File: src/rtl/mem_arb_pkg.sv
// Shared constants for the unified-memory arbiter: FSM state encodings and
// owner codes used by the top level and the grant selector.
// No logic, no latency, no flow control.
package mem_arb_pkg;

    // FSM encodings (plain constants so older tools and wave viewers agree)
    localparam logic [1:0] ST_IDLE  = 2'd0;
    localparam logic [1:0] ST_ISSUE = 2'd1;
    localparam logic [1:0] ST_WAIT  = 2'd2;
    localparam logic [1:0] ST_DONE  = 2'd3;

    // Grant owner codes
    localparam logic OWN_IF = 1'b0;
    localparam logic OWN_DM = 1'b1;

    // Width of the consecutive-data-grant counter
    localparam int CONSEC_W = 4;

endpackage

File: src/rtl/mem_arb_grant.sv
// Picks the winner between fetch and data and tracks consecutive data grants.
// Latency: winner is combinational from the requests; the counter updates on grant_i.
// Backpressure: none; the caller decides when a grant is taken via grant_i.
//
// Ports: clk, reset (async, active-low), if_req_i / dm_req_i (requests),
//        grant_i (a grant is taken this cycle), winner_o (OWN_IF / OWN_DM).
module mem_arb_grant
    import mem_arb_pkg::*;
#(
    parameter int MAX_CONSEC = 4
) (
    input  logic clk,
    input  logic reset,
    input  logic if_req_i,
    input  logic dm_req_i,
    input  logic grant_i,
    output logic winner_o
);

    localparam logic [CONSEC_W-1:0] MAX_C = CONSEC_W'(MAX_CONSEC);

    logic [CONSEC_W-1:0] consec_q;
    logic [CONSEC_W-1:0] consec_d;
    logic                starve;

    // Fetch has waited through MAX_CONSEC data grants: it takes this one.
    assign starve   = (consec_q == MAX_C) && if_req_i;
    assign winner_o = (dm_req_i && !starve) ? OWN_DM : OWN_IF;

    always_comb begin
        consec_d = consec_q;
        if (grant_i) begin
            if ((winner_o == OWN_DM) && if_req_i) begin
                consec_d = (consec_q == MAX_C) ? consec_q : consec_q + 1'b1;
            end else begin
                consec_d = '0;
            end
        end
    end

    always_ff @(posedge clk or negedge reset) begin
        if (!reset) begin
            consec_q <= '0;
        end else begin
            consec_q <= consec_d;
        end
    end

endmodule

File: src/rtl/mem_arbiter.sv
// Shares one fixed-latency single-port memory between instruction fetch and data access.
// Latency: read acks in cycle LATENCY+2 after the request is sampled, write acks in cycle 2.
// Backpressure: requesters hold req until their one-cycle ack; requests are sampled only in IDLE.
//
// Ports: clk, reset (async, active-low); fetch side if_req/if_addr/if_ack/if_rdata;
//        data side dm_req/dm_we/dm_addr/dm_wdata/dm_ack/dm_rdata;
//        memory side mem_en/mem_we/mem_addr/mem_wdata/mem_rdata; status busy/owner.
module mem_arbiter
    import mem_arb_pkg::*;
#(
    parameter int AW         = 32,
    parameter int DW         = 32,
    parameter int LATENCY    = 2,
    parameter int MAX_CONSEC = 4
) (
    input  logic          clk,
    input  logic          reset,
    input  logic          if_req,
    input  logic [AW-1:0] if_addr,
    output logic          if_ack,
    output logic [DW-1:0] if_rdata,
    input  logic          dm_req,
    input  logic          dm_we,
    input  logic [AW-1:0] dm_addr,
    input  logic [DW-1:0] dm_wdata,
    output logic          dm_ack,
    output logic [DW-1:0] dm_rdata,
    output logic          mem_en,
    output logic          mem_we,
    output logic [AW-1:0] mem_addr,
    output logic [DW-1:0] mem_wdata,
    input  logic [DW-1:0] mem_rdata,
    output logic          busy,
    output logic          owner
);

    // Wait counter starts at LATENCY-1 so capture lands LATENCY cycles after ISSUE.
    localparam logic [2:0] WCNT_LOAD = 3'(LATENCY - 1);

    logic [1:0]    state_q, state_d;
    logic [2:0]    wcnt_q, wcnt_d;
    logic          owner_q;
    logic          we_q;
    logic [AW-1:0] addr_q;
    logic [DW-1:0] wdata_q;
    logic [DW-1:0] if_rdata_q;
    logic [DW-1:0] dm_rdata_q;
    logic          grant;
    logic          winner;
    logic          capture;

    assign grant = (state_q == ST_IDLE) && (if_req || dm_req);

    mem_arb_grant #(
        .MAX_CONSEC (MAX_CONSEC)
    ) u_grant (
        .clk      (clk),
        .reset    (reset),
        .if_req_i (if_req),
        .dm_req_i (dm_req),
        .grant_i  (grant),
        .winner_o (winner)
    );

    always_comb begin
        state_d = state_q;
        wcnt_d  = wcnt_q;
        capture = 1'b0;
        case (state_q)
            ST_IDLE: begin
                if (grant) state_d = ST_ISSUE;
            end
            ST_ISSUE: begin
                if (we_q) begin
                    state_d = ST_DONE;
                end else begin
                    // Reads always visit WAIT, even with LATENCY = 1 (wcnt = 0).
                    wcnt_d  = WCNT_LOAD;
                    state_d = ST_WAIT;
                end
            end
            ST_WAIT: begin
                if (wcnt_q == 3'd0) begin
                    capture = 1'b1;
                    state_d = ST_DONE;
                end else begin
                    wcnt_d = wcnt_q - 3'd1;
                end
            end
            ST_DONE: begin
                state_d = ST_IDLE;
            end
            default: begin
                state_d = ST_IDLE;
            end
        endcase
    end

    always_ff @(posedge clk or negedge reset) begin
        if (!reset) begin
            state_q    <= ST_IDLE;
            wcnt_q     <= '0;
            owner_q    <= OWN_IF;
            we_q       <= 1'b0;
            addr_q     <= '0;
            wdata_q    <= '0;
            if_rdata_q <= '0;
            dm_rdata_q <= '0;
        end else begin
            state_q <= state_d;
            wcnt_q  <= wcnt_d;
            if (grant) begin
                owner_q <= winner;
                we_q    <= (winner == OWN_DM) && dm_we;
                addr_q  <= (winner == OWN_DM) ? dm_addr : if_addr;
                wdata_q <= (winner == OWN_DM) ? dm_wdata : '0;
            end
            if (capture) begin
                if (owner_q == OWN_DM) dm_rdata_q <= mem_rdata;
                else                   if_rdata_q <= mem_rdata;
            end
        end
    end

    assign mem_en    = (state_q == ST_ISSUE);
    assign mem_we    = mem_en && we_q;
    assign mem_addr  = addr_q;
    assign mem_wdata = wdata_q;
    assign if_ack    = (state_q == ST_DONE) && (owner_q == OWN_IF);
    assign dm_ack    = (state_q == ST_DONE) && (owner_q == OWN_DM);
    assign if_rdata  = if_rdata_q;
    assign dm_rdata  = dm_rdata_q;
    assign busy      = (state_q != ST_IDLE);
    assign owner     = owner_q;

endmodule
File: config.mk
export PLATFORM = sky130hd
export DESIGN_NAME = mem_arbiter
export DESIGN_NICKNAME = d
export VERILOG_FILES = /design/src/rtl/mem_arb_pkg.sv /design/src/rtl/mem_arb_grant.sv /design/src/rtl/mem_arbiter.sv
export SDC_FILE = /design/constraint.sdc
export NUM_CORES = 1
export LEC_CHECK = 0
export CELL_PAD_IN_SITES_DETAIL_PLACEMENT = 0
export CELL_PAD_IN_SITES_GLOBAL_PLACEMENT = 2
export CORE_ASPECT_RATIO = 1.5
export CORE_MARGIN = 4
export CORE_UTILIZATION = 26
export DETAILED_ROUTE_END_ITERATION = 16
export GPL_TIMING_DRIVEN = 0
export PLACE_DENSITY_LB_ADDON = 0.1
export SLEW_MARGIN = 15
export SYNTH_ARGS = -nofsm -noshare
export SYNTH_HDL_FRONTEND = slang
export SYNTH_SLANG_ARGS = --single-unit
File: constraint.sdc
create_clock -name clk -period 1.78 [get_ports clk]
set_input_delay 0.356 -clock clk [delete_from_list [all_inputs] [get_ports clk]]
set_output_delay 0.356 -clock clk [all_outputs]
set_load 0.005 [all_outputs]
== Word-level counts from Yosys, hierarchy flattened ==
Cells that the tools add are included.
Word-level totals
  flip-flop bits (word level): 139
  output and inout bits: 134
  logic and storage cells: 54
  input bits: 133
Operators by class
  reduce and logical (&&, ||, !) cells: 19
  bitwise operators: 1
  muxes and demuxes: 14
  equality and inequality tests: 9
  add/sub/neg operators: 2
Operators with widths (count)
  $mux W32: 2
  $ne A2 B2 Y1 const B: 5
  $logic_and A1 B1 Y1: 8
  $mux W4: 2
  $pmux W2 S4: 1
  $reduce_and A2 Y1: 4
  $mux W3: 2
  $pmux W3 S2: 1
  $add A4 B1 Y4 const B: 1
  $eq A2 B2 Y1 const B: 2
  $eq A4 B3 Y1 const B: 1
  $mux W1: 4
  $mux W2: 2
  $reduce_bool A2 Y1: 2
  $logic_not A3 Y1: 1
  $reduce_and A3 Y1: 1
  $sub A3 B1 Y3 const B: 1
  $eq A2 B1 Y1 const B: 1
  $logic_not A2 Y1: 1
  $logic_not A1 Y1: 1
  $logic_or A1 B1 Y1: 1
  $not A1 Y1: 1

== Depth between registers and ports, before layout ==
  depth after elaboration: 8
  depth in mapped cells: 7

== Cells and area by module ==
Synthesis repeated with hierarchy kept, for this count alone.
Second synthesis, totals
  cell total of the unflattened synthesis: 486
  area, all modules: 5935.7 µm²
By module, submodules not included
  mem_arbiter: seq. area each 3378.2 µm², cells each 462, area an instance 5691.7 µm², times used 1
  mem_arb_grant: seq. area each 100.1 µm², cells each 24, area an instance 244.0 µm², times used 1

== Worst setup path after synthesis ==
Ideal clock, no wire load.
  kind: reg-to-reg
  from: reg state_q[0]
  to: reg state_q[1]
  required time: 1.655 ns
  cell stages (with the launch flop): 7
  period minus slack after synthesis: 1.675 ns
  library setup time: 0.125 ns
  data arrival time: 1.550 ns
  slack: 0.105 ns
  cells stage by stage: dfrtp_1 inv_1 ha_1 buf_2 inv_1 o31ai_1 mux2_2
Between the ends
  cells in the longest elaborated chain, start to end: 4
  elaborated cells between the ends (all ways): 9
  those cells by class: eq/ne: 5; mux: 1; reduce/logical: 3
RTL lines
  start, declared: RTL line mem_arbiter.sv:40  | logic [1:0] state_q, state_d;
  start signal, assigned: RTL line mem_arbiter.sv:110  | state_q <= state_d;
  $logic_not A2 Y1: RTL line mem_arbiter.sv:52, mem_arbiter.sv:69
  $logic_and A1 B1 Y1: RTL line mem_arbiter.sv:52  | assign grant = (state_q == ST_IDLE) && (if_req || dm_req);
  $ne A2 B2 Y1 (no source line)
  $reduce_and A2 Y1 (no source line)
Several ways; a longest one is shown, not always the timed one.
A chain may end at the register's enable or synchronous reset.

== Worst setup path in the final report ==
  from: reg state_q[0]
  to: out mem_we
Between the ends
  cells in the longest elaborated chain, start to end: 2
RTL lines
  $eq A2 B1 Y1: RTL line mem_arbiter.sv:125  | assign mem_en = (state_q == ST_ISSUE);
  $logic_and A1 B1 Y1: RTL line mem_arbiter.sv:126  | assign mem_we = mem_en && we_q;
  end, declared: RTL line mem_arbiter.sv:29  | output logic mem_we,
Every way passes these cells.

==> flow_summary.ini <==
[critical_path]
crit_path_cell_trace = buf_6 > ha_2 > and2_4 > buf_6
crit_start = state_q[0]
r2r_cells = 7
r2r_start = u_grant.consec_q[1]
critPathMaxStageDelay_ps = 400
crit_top_cell = buf_6
r2r_slack_ps = 70
cp.required_ps = 1420
cp.arrival_ps = 1380
end_kind = primary output
worstPathMaxFanout = 3
slowest_stage = dfrtp_1
r2r_end = mem_wdata[29]
cp-start-kind = flip-flop
crit_end = mem_we
critPathKind = flip-flop to primary output

[synth]
synth_edf_count = 0
synthMuxAreaShare = 0.124
ys_types = 31
synth_top_family_by_area = compound AO/OA/AOI/OAI gates
avgSynthCellArea_sq_um = 12.8
synthXorXnorAreaFrac = 0
synthCells = 459
synth-compound-area-share = 0.128
ys_ff_latch = 139
yosys.area_share.simple = 0.0984
async_flop_share = 1.00
syn_nets = 600
ys_seq_area_frac = 0.591
synth_top_flop_cell = dfrtp_1
synth_fa_ha_area_frac = 0.0170
syn_area_sq_um = 5890
ys.warnings.count = 0

[min_path]
hp-class = input port to asynchronous set/reset pin

[clock_network]
clk_latency_ps = 420
cts_tree = built
clockRootBuffer = clkbuf_16
cts_buffers = 17
clk_pin_slew_ps = 60
clk_path_buf_depth = 2
cts_sinks = 139
ctsHtreeMaxLevel = 4

[timing]
setup_tns_ps = 0
rsz0062_at_grt = yes
tightest_slew_ps = 520
period_needed_ps = 1740
timing.clock.skew_ps = 4.47
fmax_ghz = 0.574
period_share = 0.978
final-setup-viol-count = 0
relSlewSlack = 0.653
hold_viol_final = 0
whs_ps = 458
slew_violations = 0

[layout]
nets = 895
syn2layout_area_growth_pct = 64.0
num_antenna_cells = 0
finalInstanceArea_sq_um = 9650
stdcell_count = 1043
utilization = 0.433
drive_above_1_share = 0.228

[power_and_ir_drop]
p_leak_nw = 4.03
peakVddDrop_v = 0.000728
power.density_nw_per_um2 = 1730

[routing]
viasPerCell = 4.63
vias = 4833
routed_wl_microns = 18900
drt_pass1_iterations = 4
drc = 0
avgRoutedWirePerCell_microns = 18.2
drt_iter0_drc = 159
final_antenna_net_count = 0

[die]
coreArea_sq_um = 22300
die_height_microns = 192
die-area_sq_um = 25200
ios = 267
dieWidth_microns = 131
rows = 67
start_util = 0.264

[placement]
dp_hpwl_microns = 14300
placed_cells = 1002
gp_congestion = 0.772
dpl-instance-area_sq_um = 8930
io_buffers = 266

[grt]
track_usage = 0.151
grt_antenna_before_repair = 0
grt_start_max_net_pins = 88
grt_first_pass_wirelength_microns = 29000
grt-ovfl-total = 0
first_global_vias = 5227

[run_status]
status = finished, final reports clean

[flow_run]
cap_violations = 0
==> worst min path at each step <==
stage,to,cells after the start
global placement,wcnt_q[1],1
finish,if_rdata[1],2
CTS,dm_rdata[10],2
global route,dm_rdata[10],2
detailed placement,dm_rdata[10],1
floorplan,dm_rdata[0],0
==> stage by stage <==
step	setup WS, ps	power (W)
finish	39.2	0.0167
global route	-38.9	0.0179
CTS	5.70	0.0170
detailed placement	-577	0.0133
global placement	-5430	0.0131
floorplan	105	0.00873
==> state kept, by name (all words and copies together), names as in the netlist <==
register          count
state_q               2
owner                 1
wcnt_q                3
dm_rdata             32
mem_addr             32
mem_wdata            32
if_rdata             32
we_q                  1
u_grant.consec_q      4
==> layout make-up <==
cell class	instances	area [sq um]
Tap cell	276	345
Clock inverter	14	124
Sequential cell	139	3480
Timing Repair Buffer	276	2770
Buffer	36	259
Inverter	10	37.5
Fill cell	2141	12600
Multi-Input combinational cell	274	2210
Clock buffer	18	429
==> layer usage <==
metal,vias up,track usage,wire (microns)
met4,0,0.0625,438
met3,30,0.0515,1340
li1,2255,-,-
met2,184,0.264,9940
met1,2364,0.163,7220
met5,-,0,0
==> cell families (layout without fill, tap and decap cells) <==
logic type               after synthesis  count (layout)
AO/OA/AOI/OAI                         82              82
adder cells (fa/ha/maj)                8               8
buffers and inverters                 46             354
flip-flops                           139             139
multiplexers                          65              65
AND/OR/NAND/NOR                      119             119
==> cell usage in the layout (no fill, tap or decap), types with 6 or more instances in the layout <==
master | Yosys | layout
a22o_1 | 34 | 34
buf_6 | 7 | 14
inv_1 | 10 | 8
buf_4 | 0 | 8
clkdlybuf4s50_1 | 0 | 259
o211ai_2 | 21 | 21
nand4_1 | 33 | 33
nand2_1 | 69 | 69
clkbuf_1 | 14 | 9
clkinvlp_4 | 0 | 7
mux2_2 | 65 | 65
o211ai_1 | 11 | 11
clkbuf_2 | 0 | 6
clkbuf_16 | 0 | 17
buf_2 | 15 | 10
dfrtp_1 | 139 | 138
==> cell usage after synthesis, drive strengths merged (2+ instances only) <==
master,count,area share
a21o,3,0.0038
a22o,34,0.051
and2,4,0.0043
buf,22,0.026
clkbuf,14,0.0089
dfrtp,139,0.59
ha,8,0.017
inv,10,0.0064
mux2,65,0.12
nand2,69,0.044
nand2b,2,0.0021
nand3,3,0.0025
nand3b,2,0.0025
nand4,33,0.035
nor3,2,0.0017
o211ai,32,0.059
o21ai,4,0.0034
o22ai,2,0.0021
o31ai,2,0.0025
==> worst max-delay path: cells and delay by family (launching register included) <==
family	cells	cell delay (ps)
DFF	1	400
buffers and inverters	2	240
adders and majority gates	1	180
and+or+nand+nor	1	140
==> repair_timing <==
action                                  in CTS  in global routing
cloned                                       1                  0
setup buffers                                6                  1
hold buffers                                 1                  0
gates resized for setup                     49                 18
hold endpoints to repair                    52                  0
pin swaps                                    1                  1
endpoints found under the setup margin     132                112
==> report_power, final <==
part	switching, W	internal [W]
Sequential	0.000899	0.00478
Clock	0.00140	0.00192
Combinational	0.00291	0.00481
Total	0.00521	0.0115
Note: power is estimated with default switching activity, not from simulation.
